`src/rtl/regfile_wb_arbiter_if.sv`:
```
// Writeback request bundle: requester A (ALU result) and requester B (load data),
// each with a valid/ready handshake, destination register index and write data.
interface regfile_wb_arbiter_if #(
    parameter int DATA_W = 64,
    parameter int ADDR_W = 5
);
    logic              a_valid;
    logic              a_ready;
    logic [ADDR_W-1:0] a_reg;
    logic [DATA_W-1:0] a_data;

    logic              b_valid;
    logic              b_ready;
    logic [ADDR_W-1:0] b_reg;
    logic [DATA_W-1:0] b_data;

    // Requester side drives the requests and observes ready.
    modport master (
        output a_valid, a_reg, a_data,
        output b_valid, b_reg, b_data,
        input  a_ready, b_ready
    );

    // Arbiter side consumes the requests and drives ready.
    modport slave (
        input  a_valid, a_reg, a_data,
        input  b_valid, b_reg, b_data,
        output a_ready, b_ready
    );
endinterface

```
`src/rtl/regfile_wb_arbiter.sv`:
```
// Round-robin arbiter sharing the single regfile write port between the ALU
// writeback path (A) and the load writeback path (B). Each side has a 1-entry
// holding register; writes targeting ZERO_REG are accepted and silently dropped.
module regfile_wb_arbiter #(
    parameter int DATA_W   = 64,
    parameter int ADDR_W   = 5,
    parameter int ZERO_REG = 31
) (
    input  logic              clk,
    input  logic              reset,
    regfile_wb_arbiter_if.slave wb,
    output logic              RegWrite,
    output logic [ADDR_W-1:0] WriteRegister,
    output logic [DATA_W-1:0] WriteData,
    output logic              grant_b
);

    typedef enum logic {
        PREF_A = 1'b0,
        PREF_B = 1'b1
    } ptr_t;

    ptr_t ptr_q;
    ptr_t ptr_d;

    logic              hold_a_valid;
    logic [ADDR_W-1:0] hold_a_reg;
    logic [DATA_W-1:0] hold_a_data;
    logic              hold_b_valid;
    logic [ADDR_W-1:0] hold_b_reg;
    logic [DATA_W-1:0] hold_b_data;

    logic sel_a;
    logic sel_b;
    logic accept_a;
    logic accept_b;

    // Ready depends only on registered hold state, never on incoming valid.
    assign wb.a_ready = !hold_a_valid;
    assign wb.b_ready = !hold_b_valid;

    assign accept_a = wb.a_valid && !hold_a_valid;
    assign accept_b = wb.b_valid && !hold_b_valid;

    // Round-robin pointer register.
    always_ff @(posedge clk or negedge reset) begin
        if (!reset) begin
            ptr_q <= PREF_A;
        end else begin
            ptr_q <= ptr_d;
        end
    end

    // Pointer moves away from whichever side won; unchanged when nothing issues.
    always_comb begin
        ptr_d = ptr_q;
        if (sel_a) begin
            ptr_d = PREF_B;
        end else if (sel_b) begin
            ptr_d = PREF_A;
        end
    end

    // Grant decision from held entries; the pointer only breaks ties.
    always_comb begin
        sel_a = 1'b0;
        sel_b = 1'b0;
        if (hold_a_valid && hold_b_valid) begin
            sel_a = (ptr_q == PREF_A);
            sel_b = (ptr_q == PREF_B);
        end else begin
            sel_a = hold_a_valid;
            sel_b = hold_b_valid;
        end
    end

    // Holding register A: load on accept (unless zero register), clear on grant.
    always_ff @(posedge clk or negedge reset) begin
        if (!reset) begin
            hold_a_valid <= 1'b0;
            hold_a_reg   <= '0;
            hold_a_data  <= '0;
        end else if (accept_a) begin
            hold_a_valid <= (wb.a_reg != ADDR_W'(ZERO_REG));
            hold_a_reg   <= wb.a_reg;
            hold_a_data  <= wb.a_data;
        end else if (sel_a) begin
            hold_a_valid <= 1'b0;
        end
    end

    // Holding register B: load on accept (unless zero register), clear on grant.
    always_ff @(posedge clk or negedge reset) begin
        if (!reset) begin
            hold_b_valid <= 1'b0;
            hold_b_reg   <= '0;
            hold_b_data  <= '0;
        end else if (accept_b) begin
            hold_b_valid <= (wb.b_reg != ADDR_W'(ZERO_REG));
            hold_b_reg   <= wb.b_reg;
            hold_b_data  <= wb.b_data;
        end else if (sel_b) begin
            hold_b_valid <= 1'b0;
        end
    end

    // Registered regfile write port; index/data/grant_b hold last values when idle.
    always_ff @(posedge clk or negedge reset) begin
        if (!reset) begin
            RegWrite      <= 1'b0;
            WriteRegister <= '0;
            WriteData     <= '0;
            grant_b       <= 1'b0;
        end else if (sel_a) begin
            RegWrite      <= 1'b1;
            WriteRegister <= hold_a_reg;
            WriteData     <= hold_a_data;
            grant_b       <= 1'b0;
        end else if (sel_b) begin
            RegWrite      <= 1'b1;
            WriteRegister <= hold_b_reg;
            WriteData     <= hold_b_data;
            grant_b       <= 1'b1;
        end else begin
            RegWrite      <= 1'b0;
        end
    end

endmodule

```
`src/flat_wrapper.sv`:
```
// flat-port wrapper written by rule: the top's interface ports become plain ports
module regfile_wb_arbiter_flat 
#(
    parameter int DATA_W   = 64,
    parameter int ADDR_W   = 5,
    parameter int ZERO_REG = 31
)
  (clk, reset, RegWrite, WriteRegister, WriteData, grant_b, wb_a_valid, wb_a_reg, wb_a_data, wb_b_valid, wb_b_reg, wb_b_data, wb_a_ready, wb_b_ready);
  regfile_wb_arbiter_if #(.DATA_W(DATA_W), .ADDR_W(ADDR_W)) wb_i ();
  input  logic clk;
  input  logic reset;
  output logic RegWrite;
  output logic [ADDR_W-1:0] WriteRegister;
  output logic [DATA_W-1:0] WriteData;
  output logic grant_b;
  input wire logic [$bits(wb_i.a_valid)-1:0] wb_a_valid;
  input wire logic [$bits(wb_i.a_reg)-1:0] wb_a_reg;
  input wire logic [$bits(wb_i.a_data)-1:0] wb_a_data;
  input wire logic [$bits(wb_i.b_valid)-1:0] wb_b_valid;
  input wire logic [$bits(wb_i.b_reg)-1:0] wb_b_reg;
  input wire logic [$bits(wb_i.b_data)-1:0] wb_b_data;
  output wire logic [$bits(wb_i.a_ready)-1:0] wb_a_ready;
  output wire logic [$bits(wb_i.b_ready)-1:0] wb_b_ready;
  assign wb_i.a_valid = wb_a_valid;
  assign wb_i.a_reg = wb_a_reg;
  assign wb_i.a_data = wb_a_data;
  assign wb_i.b_valid = wb_b_valid;
  assign wb_i.b_reg = wb_b_reg;
  assign wb_i.b_data = wb_b_data;
  assign wb_a_ready = wb_i.a_ready;
  assign wb_b_ready = wb_i.b_ready;
  regfile_wb_arbiter #(.DATA_W(DATA_W), .ADDR_W(ADDR_W), .ZERO_REG(ZERO_REG)) u_core (.clk(clk), .reset(reset), .wb(wb_i), .RegWrite(RegWrite), .WriteRegister(WriteRegister), .WriteData(WriteData), .grant_b(grant_b));
endmodule
```
`config.mk`:
```
export PLATFORM = sky130hd
export DESIGN_NAME = regfile_wb_arbiter_flat
export DESIGN_NICKNAME = d
export VERILOG_FILES = /design/src/rtl/regfile_wb_arbiter_if.sv /design/src/rtl/regfile_wb_arbiter.sv /design/src/flat_wrapper.sv
export SDC_FILE = /design/constraint.sdc
export NUM_CORES = 1
export LEC_CHECK = 0
export CAP_MARGIN = 10
export CORE_ASPECT_RATIO = 0.9
export CORE_UTILIZATION = 44
export CTS_CLUSTER_SIZE = 40
export DETAILED_ROUTE_END_ITERATION = 10
export PLACE_DENSITY = 0.75
export SLEW_MARGIN = 20
export SYNTH_ARGS = -nofsm -noshare
export SYNTH_HDL_FRONTEND = slang
export SYNTH_SLANG_ARGS = --single-unit
```
`constraint.sdc`:
```
create_clock -name clk -period 1.4 [get_ports clk]
set_input_delay 0.21 -clock clk [delete_from_list [all_inputs] [get_ports clk]]
set_output_delay 0.21 -clock clk [all_outputs]
set_load 0.03 [all_outputs]
```
==> results of run 1 <==
[repair_timing]
| action | in CTS | in global routing |
|---|---|---|
| hold endpoints to repair | 83 | 0 |
| setup endpoints to repair | 242 | 229 |
| cloned | 8 | 15 |
| pin swaps | 9 | 17 |
| buffers inserted | 13 | 6 |
| hold buffers | 1 | 0 |
| resized for setup | 363 | 152 |
[cell type report]
| class | instances | area (um^2) | share of cell area (%) |
|---|---|---|---|
| diodes | 1 | 2.50 | 0.0195 |
| clock buffers | 33 | 703 | 5.47 |
| inverters | 3 | 16.3 | 0.127 |
| well taps | 245 | 307 | 2.38 |
| flip-flops and latches | 212 | 5310 | 41.3 |
| repair buffers | 281 | 3060 | 23.8 |
| multi-input cells | 293 | 3380 | 26.3 |
| clock inverters | 8 | 75.1 | 0.584 |
[layout by cell type (no fill, tap or decap), types with 2 or more instances in the layout]
cell,count
mux2_2,17
mux2i_1,3
buf_16,7
mux2_4,121
clkinv_2,5
nor2b_4,2
dfrtp_2,2
o21a_1,67
clkdlybuf4s15_2,8
a31oi_1,4
clkbuf_16,35
buf_8,2
dfrtp_1,210
clkdlybuf4s50_1,140
o22ai_2,3
buf_12,25
buf_4,11
clkbuf_8,10
buf_6,11
buf_2,63
nand2_1,2
and4_1,2
o32a_1,66
inv_4,2
a21oi_2,3
[logic make-up after synthesis]
group           share of synthesized area, %
flops                                   62.6
compound gates                          14.7
mux                                     18.7
buf+inv                                 3.59
simple gates                           0.443
[per-layer routing]
layer / global-route usage, % / vias up / wire length (um)
li1: - / 2622 / -
met1: 30.1 / 3172 / 10700
met2: 41.3 / 252 / 13300
met3: 4.21 / 55 / 1550
met4: 8.82 / 0 / 781
met5: 0 / - / 0
[power breakdown]
part | switching (W) | internal, W
Sequential | 0.00139 | 0.00835
Combinational | 0.00566 | 0.00567
Clock | 0.00249 | 0.00368
[critical path: stages (launching register included)]
cell and delay, ns:
dfrtp_2 0.43, buf_6 0.15, nor2b_4 0.15, buf_6 0.16
buf_12 0.19, mux2_4 0.33
[metrics by stage]
stage / power, W / util [%] / TNS, ns
5_1_grt: 0.0283 / 69.0 / -24.93
6_report: 0.0272 / 69.0 / -17.93
2_1_floorplan: 0.0155 / - / 0
3_5_place_dp: 0.0197 / 59.3 / -33.41
3_3_place_gp: 0.0193 / 59.3 / -32.57
4_1_cts: 0.0262 / 65.5 / -16.90
[worst min-delay path by stage]
stage / slack (ns) / endpoint / start / depth (start not counted)
2_1_floorplan: -0.09 / u_core.RegWrite / reset / 0
3_3_place_gp: 0.17 / u_core.hold_b_data[1] / reset / 1
3_5_place_dp: 0.17 / u_core.hold_b_data[1] / reset / 1
4_1_cts: 0.20 / u_core.hold_b_data[1] / reset / 2
5_1_grt: 0.24 / u_core.WriteRegister[2] / reset / 2
6_report: 0.20 / u_core.hold_b_data[0] / reset / 2
==> results_dict.tcl, run 1 <==
set metrics [dict create \
    synth_nets 697 \
    fraction_of_synthesized_cell_area_taken_by_the_top_area_cell_type_pct 62.6 \
    instances_no_fill 1076 \
    endpoint "u_core.hold_b_data[7]" \
    layout-drive-gt1-share_pct 40.0 \
    cp_max_fo 17 \
    hold_class "in2async" \
    rsz0062_at_grt "true" \
    timing.critical_path.to_type "flop" \
    finalWorstSetupSlack_ns -0.151 \
    first_pass_detailed_route_iteration_total 4 \
    timing.critical_path.required_ns 1.79 \
    synth_edf_count 0 \
    clk_path_buf_depth 3 \
    clkSinkCount 212 \
    grt_pass1_vias 6533 \
    reg2reg_slack_ns -0.15 \
    tritoncts.num_buffers 23 \
    core.rowCount 47 \
    fin_area_um2 12900 \
    share_of_the_yosys_chip_area_belonging_to_registers_pct 62.6 \
    post_drt_wl_per_cell_um 24.5 \
    transition_at_the_pin_with_the_smallest_max_transition_slack_ns 0.390 \
    number_of_nets_in_the_layout 956 \
    synth_warnings 0 \
    timing.max_cap.violations 0 \
    ys_ff_latch 212 \
    regToRegEndpoint "u_core.hold_b_data[7]" \
    io_pins 215 \
    antenna_left 0 \
    period_needed_ns 1.55 \
    synth_most_common_cell "dfrtp_1" \
    worst-setup-path-type "reg2reg" \
    clock_pin_transition_on_the_worst_setup_and_hold_timing_paths_ns 0.06 \
    placement.setup.worst_slack_ns -0.265 \
    cell_count_of_the_worst_reg_to_reg_path 5 \
    max_slew_margin_pct 74.0 \
    die_span_in_x_um 148 \
    synthTopCellsByArea "dfrtp_1, mux2_2, o32a_1" \
    grt_max_degree 45 \
    via_count 6101 \
    main_flop_type_after_synthesis "dfrtp_1" \
    share_of_the_clock_period_used_by_the_worst_path_pct 111 \
    maxClockFrequency_ghz 0.645 \
    clock_insertion_delay_worst_skew_ns 0.51 \
    synthArstFlopShare_pct 100 \
    crit_path_start_kind "flop" \
    gp_congestion 0.800 \
    registers_with_the_most_flip_flops "u_core.WriteData (64), u_core.hold_a_data (64), u_core.hold_b_data (64)" \
    place.detailed.instances 995 \
    die_y_um 134 \
    detail_route.drc_violations 0 \
    max_rail_drop_vdd_v 0.00119 \
    worstSetupStartpoint "u_core.hold_b_valid" \
    final_hold_viol_count 0 \
    postSynthAreaPerCell_um2 15.3 \
    grt_antenna_before_repair 1 \
    core_region_area_um2 18600 \
    fin_hold_ws_ns 0.202 \
    postRouteWirelength_um 26400 \
    synth.cell_area_um2 8480 \
    port_buffers 214 \
    grt.total_usage_pct 23.9 \
    synth_cells 555 \
    gr-total-overflow 0 \
    arrival_time_at_the_worst_endpoint_ns 1.94 \
    floorplan.initialDensity_pct 45.5 \
    timing_max_transition_violations_final 0 \
    post_synth_most_frequent_cells "dfrtp_1, mux2_2, o21a_1" \
    leakage_nw 5.57 \
    cts_tree "built" \
    root_buffer "clkbuf_16" \
    drt_first_iter_violations 252 \
    finClkSkew_ns 0.0144 \
    post-dp-hpwl_um 14600 \
    die_area_um2 19800 \
    power_density_nw_per_um2 2120 \
    flow.area_growth_from_synthesis_pct 51.7 \
    cts_max_level 1 \
    timing.final.setup_violations 207 \
    rr_startpoint "u_core.hold_b_valid" \
    detailed_place.area_um2 11100 \
    synth_cell_types 22 \
    yosys.area.top_type "dfrtp_1" \
    violations "negative setup slack" \
    routed_via_density 5.67 \
    nFillCells 1227 \
    grt_pass1_wl_um 36500 \
    result_of_the_run "complete, but fails checks" \
]
No activity file was read; power rests on OpenSTA's default activity.
==> run 2, diff against run 1 <==
SLEW_MARGIN = default   (was 20)
==> results of run 2 <==
No change in the layout: final DEF, timing and power equal those of run 1.
